[config.mk]
export PLATFORM = sky130hd
export DESIGN_NAME = mem_loader_flat
export DESIGN_NICKNAME = d
export VERILOG_FILES = /design/src/rtl/mem_loader_pkg.sv /design/src/rtl/mem_loader_if.sv /design/src/rtl/mem_loader_csum.sv /design/src/rtl/mem_loader.sv /design/src/flat_wrapper.sv
export SDC_FILE = /design/constraint.sdc
export NUM_CORES = 1
export LEC_CHECK = 0
export BUFFER_PORTS_ARGS = -buffer_cell sky130_fd_sc_hd__buf_2
export CAP_MARGIN = 15
export CORE_UTILIZATION = 56
export CTS_CLUSTER_DIAMETER = 60
export CTS_CLUSTER_SIZE = 30
export DETAILED_ROUTE_END_ITERATION = 12
export GPL_ROUTABILITY_DRIVEN = 0
export PLACE_DENSITY = 0.95
export SKIP_CTS_REPAIR_TIMING = 1
export SYNTH_ARGS = -nofsm -noshare
export SYNTH_HDL_FRONTEND = slang
export SYNTH_SLANG_ARGS = --single-unit
[constraint.sdc]
create_clock -name clk -period 5.8 [get_ports clk]
set_clock_uncertainty 0.2 [all_clocks]
set_input_delay 1.45 -clock clk [delete_from_list [all_inputs] [get_ports clk]]
set_output_delay 1.45 -clock clk [all_outputs]
set_load 0.02 [all_outputs]
[src/rtl/mem_loader_pkg.sv]
// Shared constants for the memory loader: data width, word type and FSM state encoding.
package mem_loader_pkg;

    localparam int DATA_W = 32;

    typedef logic [DATA_W-1:0] word_t;

    localparam logic [1:0] ST_IDLE  = 2'd0;
    localparam logic [1:0] ST_LOAD  = 2'd1;
    localparam logic [1:0] ST_CHECK = 2'd2;
    localparam logic [1:0] ST_DONE  = 2'd3;

endpackage

[src/rtl/mem_loader_if.sv]
// Stream-in and memory-write bundle of the loader.
// The slave view is taken by the loader; the master view is taken by the stream source/memory side.
interface mem_loader_if #(
    parameter int ADDR_WIDTH = 10
) ();
    import mem_loader_pkg::*;

    logic                  s_valid;
    word_t                 s_data;
    logic                  s_ready;
    logic [ADDR_WIDTH-1:0] mem_waddr;
    word_t                 mem_wdata;
    logic                  mem_wren;

    modport slave (
        input  s_valid, s_data,
        output s_ready, mem_waddr, mem_wdata, mem_wren
    );

    modport master (
        output s_valid, s_data,
        input  s_ready, mem_waddr, mem_wdata, mem_wren
    );

endinterface

[src/rtl/mem_loader_csum.sv]
// Running 32-bit sum of loaded words, and the comparison of that sum against the trailer word.
module mem_loader_csum
    import mem_loader_pkg::*;
(
    input  logic  clk,
    input  logic  rst_n,
    input  logic  clr,
    input  logic  acc,
    input  word_t data,
    output logic  match
);

    word_t sum;

    always_ff @(posedge clk) begin
        if (!rst_n) begin
            sum <= '0;
        end else if (clr) begin
            sum <= '0;
        end else if (acc) begin
            sum <= sum + data;
        end
    end

    // The trailer arrives on the same data lane, so compare against the live word.
    assign match = (data == sum);

endmodule

[src/rtl/mem_loader.sv]
// Streams words into consecutive memory locations and holds the CPU in reset while loading.
// Define MEM_LOADER_CHECKSUM_EN to require a trailing checksum word after the data words.
module mem_loader
    import mem_loader_pkg::*;
#(
    parameter int ADDR_WIDTH = 10,
    parameter int MEM_WORDS  = 2 ** (ADDR_WIDTH - 2)
) (
    input  logic                  clk,
    input  logic                  rst_n,
    input  logic                  start,
    input  logic [ADDR_WIDTH-1:0] base_addr,
    input  logic [ADDR_WIDTH-1:0] word_count,
    mem_loader_if.slave           bus,
    output logic                  cpu_rst_n,
    output logic                  busy,
    output logic                  done,
    output logic                  err
);

    localparam logic [ADDR_WIDTH:0] MEM_LIMIT = (ADDR_WIDTH + 1)'(MEM_WORDS);

    logic [1:0]            state;
    logic [ADDR_WIDTH-1:0] addr;
    logic [ADDR_WIDTH-1:0] remaining;
    logic                  wren_r;
    logic [ADDR_WIDTH-1:0] waddr_r;
    word_t                 wdata_r;
    logic                  accepting;
    logic                  beat;
    logic                  start_ok;
    logic                  range_bad;
    logic [ADDR_WIDTH:0]   end_idx;

    assign accepting     = (state == ST_LOAD) || (state == ST_CHECK);
    assign busy          = accepting;
    assign bus.s_ready   = accepting;
    assign beat          = bus.s_valid && accepting;
    assign start_ok      = start && ((state == ST_IDLE) || (state == ST_DONE));
    assign bus.mem_waddr = waddr_r;
    assign bus.mem_wdata = wdata_r;
    assign bus.mem_wren  = wren_r;

    // One extra bit so base+count cannot wrap before the bound is compared.
    assign end_idx   = {1'b0, base_addr} + {1'b0, word_count};
    assign range_bad = end_idx > MEM_LIMIT;

`ifdef MEM_LOADER_CHECKSUM_EN
    localparam logic [1:0] ST_AFTER_DATA = ST_CHECK;

    logic csum_match;

    mem_loader_csum u_csum (
        .clk   (clk),
        .rst_n (rst_n),
        .clr   (start_ok),
        .acc   (beat && (state == ST_LOAD)),
        .data  (bus.s_data),
        .match (csum_match)
    );
`else
    localparam logic [1:0] ST_AFTER_DATA = ST_DONE;
`endif

    always_ff @(posedge clk) begin
        if (!rst_n) begin
            state     <= ST_IDLE;
            addr      <= '0;
            remaining <= '0;
            wren_r    <= 1'b0;
            waddr_r   <= '0;
            wdata_r   <= '0;
            cpu_rst_n <= 1'b0;
            done      <= 1'b0;
            err       <= 1'b0;
        end else begin
            wren_r <= 1'b0;
            case (state)
                ST_IDLE, ST_DONE: begin
                    if (start_ok) begin
                        addr      <= base_addr;
                        remaining <= word_count;
                        done      <= 1'b0;
                        err       <= 1'b0;
                        cpu_rst_n <= 1'b0;
                        if (range_bad) begin
                            err   <= 1'b1;
                            state <= ST_DONE;
                        end else if (word_count == '0) begin
                            state <= ST_AFTER_DATA;
                        end else begin
                            state <= ST_LOAD;
                        end
                    end else if (state == ST_DONE) begin
                        done      <= 1'b1;
                        cpu_rst_n <= !err;
                    end
                end
                ST_LOAD: begin
                    if (beat) begin
                        wren_r    <= 1'b1;
                        waddr_r   <= addr;
                        wdata_r   <= bus.s_data;
                        addr      <= addr + ADDR_WIDTH'(1);
                        remaining <= remaining - ADDR_WIDTH'(1);
                        if (remaining == ADDR_WIDTH'(1)) begin
                            state <= ST_AFTER_DATA;
                        end
                    end
                end
`ifdef MEM_LOADER_CHECKSUM_EN
                // Trailer word: consumed here, never written to memory.
                ST_CHECK: begin
                    if (beat) begin
                        err       <= !csum_match;
                        cpu_rst_n <= csum_match;
                        done      <= 1'b1;
                        state     <= ST_DONE;
                    end
                end
`endif
                default: state <= ST_IDLE;
            endcase
        end
    end

endmodule

[src/flat_wrapper.sv]
// flat-port wrapper written by rule: the top's interface ports become plain ports
module mem_loader_flat import mem_loader_pkg::*;
#(
    parameter int ADDR_WIDTH = 10,
    parameter int MEM_WORDS  = 2 ** (ADDR_WIDTH - 2)
)
  (clk, rst_n, start, base_addr, word_count, cpu_rst_n, busy, done, err, bus_s_valid, bus_s_data, bus_s_ready, bus_mem_waddr, bus_mem_wdata, bus_mem_wren);
  mem_loader_if #(.ADDR_WIDTH(ADDR_WIDTH)) bus_i ();
  input  logic clk;
  input  logic rst_n;
  input  logic start;
  input  logic [ADDR_WIDTH-1:0] base_addr;
  input  logic [ADDR_WIDTH-1:0] word_count;
  output logic cpu_rst_n;
  output logic busy;
  output logic done;
  output logic err;
  input wire logic [$bits(bus_i.s_valid)-1:0] bus_s_valid;
  input wire logic [$bits(bus_i.s_data)-1:0] bus_s_data;
  output wire logic [$bits(bus_i.s_ready)-1:0] bus_s_ready;
  output wire logic [$bits(bus_i.mem_waddr)-1:0] bus_mem_waddr;
  output wire logic [$bits(bus_i.mem_wdata)-1:0] bus_mem_wdata;
  output wire logic [$bits(bus_i.mem_wren)-1:0] bus_mem_wren;
  assign bus_i.s_valid = bus_s_valid;
  assign bus_i.s_data = bus_s_data;
  assign bus_s_ready = bus_i.s_ready;
  assign bus_mem_waddr = bus_i.mem_waddr;
  assign bus_mem_wdata = bus_i.mem_wdata;
  assign bus_mem_wren = bus_i.mem_wren;
  mem_loader #(.ADDR_WIDTH(ADDR_WIDTH), .MEM_WORDS(MEM_WORDS)) u_core (.clk(clk), .rst_n(rst_n), .start(start), .base_addr(base_addr), .word_count(word_count), .bus(bus_i), .cpu_rst_n(cpu_rst_n), .busy(busy), .done(done), .err(err));
endmodule
==> flow_metrics.tcl <==
set metrics [dict create \
    status "complete, no violations" \
    ys_async_sr_fraction_pct 0 \
    core_um2 5920 \
    ioPinCount 104 \
    r2r_slack_ns 3.02 \
    ys_seq_elements 68 \
    die_h_um 80.5 \
    clk_pin_slew_worst_paths_ns 0.07 \
    fp-row-count 28 \
    grt_pass1_wl_mm 14.1 \
    yosys_warnings 0 \
    cpLargestDelayFamily "compound AO/OA/AOI/OAI gates" \
    synth_ff_type "dfxtp_1" \
    drive_above_1_share_pct 23.9 \
    crit_slowest_cell "fa_1" \
    yosysUniqueCellTypes 56 \
    yosys.area.top_type "dfxtp_1" \
    dpl.hpwl_mm 6.48 \
    post_drt_via_cell_ratio 5.92 \
    drc 0 \
    ant_nets 0 \
    via_count 3689 \
    path_max_fanout 3 \
    yosysMostFrequentCell "nand2_1" \
    clock_latency_ns 0.33 \
    crit_required_ns 5.80 \
    yosys-top-cells-count "nand2_1 (96), a21oi_1 (72), dfxtp_1 (68), o21ai_0 (30), nor2_1 (23)" \
    fin_crit_sh_pct 60.0 \
    first_pass_iters 5 \
    synth_top_area_share_pct 39.4 \
    grt_remaining_overflow 0 \
    die_w_um 80.5 \
    rr_endpoint "u_core.remaining[6]" \
    power_density_nw_per_um2 430 \
    fp.dieArea_um2 6480 \
    synth_enable_flop_cells 0 \
    crit_arrival_ns 3.48 \
    path_class "input port to flop" \
    path_buf_inv 2 \
    synth.area.top_cells "dfxtp_1 (39%), a21oi_1 (10%), nand2_1 (10%)" \
    end_kind "flop" \
    htreeDepth 3 \
    grt_antenna_before_repair 0 \
    drtIter0Drc 293 \
    reg2reg_from "u_core.state[1]" \
    cp_cell_sequence "buf_2 > ha_1 > inv_1 > fa_1 > xor2_1 > nand4b_1 > a2111oi_2 > nand4_1 > o32ai_2 > a31oi_1" \
    start_util_pct 58.3 \
    hold_violations 0 \
    cts-root-buf "clkbuf_8" \
    clockBufferDepth 2 \
    synth_cells 453 \
    hold_class "flop to flop" \
    ir_worst_vdd_mv 0.421 \
    syn2layout_area_growth_pct 20.4 \
    grt_start_max_net_pins 44 \
    syn_nets 526 \
    finalCriticalPeriod_ns 3.48 \
    r2r_cells 8 \
    min_to "u_core.bus.mem_waddr[4]" \
    avgSynthCellArea_um2 7.62 \
    wl_per_cell_um 14.5 \
    max_freq_mhz 287 \
    ys_seq_area_share_pct 39.4 \
    rsz0062_at_grt "false" \
    worstHoldStart "u_core.bus.mem_waddr[4]" \
    finalSetupTns_ns 0 \
    whs_path_depth 2 \
    slew_headroom_pct 41.1 \
    p_leak_nw 1.82 \
    slew_violations 0 \
    worst_pin_slew_ns 0.882 \
    wirelength_mm 9.06 \
    critical-path-max-stage-delay_ns 0.39 \
    cts_tree "yes" \
    io_buffers 103 \
    syn_area_um2 3450 \
    cts.sinks 68 \
    stdcell_count 623 \
    cts_made_buffers 9 \
    start_kind "input port" \
    grt_pass1_vias 3184 \
    setup_viol 0 \
    diodes 0 \
    maxCapViolCount 0 \
    final_nets 616 \
    grtUsageTotal_pct 28.0 \
    dp.cells 607 \
]
[how the worst max path moves through the flow]
stage                             from               to  slack (ns)  cells past startpoint
after floorplan           base_addr[0]       u_core.err        2.39                      9
after global placement    base_addr[0]       u_core.err        2.16                     10
after detailed placement  base_addr[0]  u_core.state[1]        2.00                     10
after CTS                 base_addr[0]       u_core.err        2.36                     10
after global routing      base_addr[0]       u_core.err        2.21                     10
final                     base_addr[0]       u_core.err        2.32                     10
[sequential cells by signal (all words and copies together) (netlist names)]
signal,cells
u_core.bus.mem_wdata,32
u_core.addr,10
u_core.bus.mem_waddr,10
u_core.remaining,10
u_core.state,2
u_core.bus.mem_wren,1
u_core.cpu_rst_n,1
u_core.done,1
u_core.err,1
[logic make-up after synthesis]
kind of cell             Yosys count  synth area share (%)
AO/OA/AOI/OAI                    142                  24.5
adder cells (fa/ha/maj)           17                  6.38
buffers and inverters             48                  5.47
XOR/XNOR                           3                 0.761
multiplexers                       4                  1.20
AND/OR/NAND/NOR                  171                  22.2
flip-flops                        68                  39.4
[per-stage QoR]
step / setup slack, ns / hold slack [ns] / cell area (µm²) / util, % / total power, mW
4_1_cts: 2.36 / 0.254 / 4160 / 70.2 / 1.77
2_1_floorplan: 2.39 / 0.238 / 3450 / - / 1.23
6_report: 2.32 / 0.253 / 4160 / 70.2 / 1.79
5_1_grt: 2.21 / 0.273 / 4160 / 70.2 / 1.91
3_3_place_gp: 2.16 / 0.238 / 3980 / 67.2 / 1.39
3_5_place_dp: 2.00 / 0.243 / 3980 / 67.2 / 1.43
[layout make-up]
class	instances	area, µm²
Timing Repair Buffer	108	553
Fill cell	495	1760
Multi-Input combinational cell	337	1900
Tap cell	75	93.8
Clock inverter	7	52.6
Clock buffer	9	124
Sequential cell	68	1360
Inverter	19	71.3
[layer usage]
layer | up-vias | track usage (%) | part of all wire [%]
met1 | 1667 | 33.3 | 42
met3 | 43 | 5.91 | 7.6
li1 | 1779 | - | -
met5 | - | 0 | 0
met4 | 0 | 17.7 | 4.0
met2 | 200 | 45.5 | 47
[worst register-to-register path: stages (launching register included)]
cell and delay [ns]:
dfxtp_1 0.39, inv_1 0.08, ha_1 0.19, inv_1 0.50, nor2_1 0.18, or3_1 0.62, a21oi_1 0.23, o22ai_1 0.10
and2_1 0.18
[placed cells by master, fill, tap and decap left out, drive strengths merged, types with 4 or more instances in the layout]
cell and count:
nand3 10, buf 108, a21oi 72, and2 6
a21o 4, clkbuf 9, nor2 23, ha 16
nand4 6, and3 4, o21ai 30, clkinv 5
inv 20, o211ai 4, nand2 96, dfxtp 68
a31oi 5, nor3 12
[power breakdown]
group	switching, mW	internal (mW)
logic	0.512	0.271
clock network	0.184	0.157
registers	0.0900	0.572
Note: power is estimated with default switching activity, not from simulation.
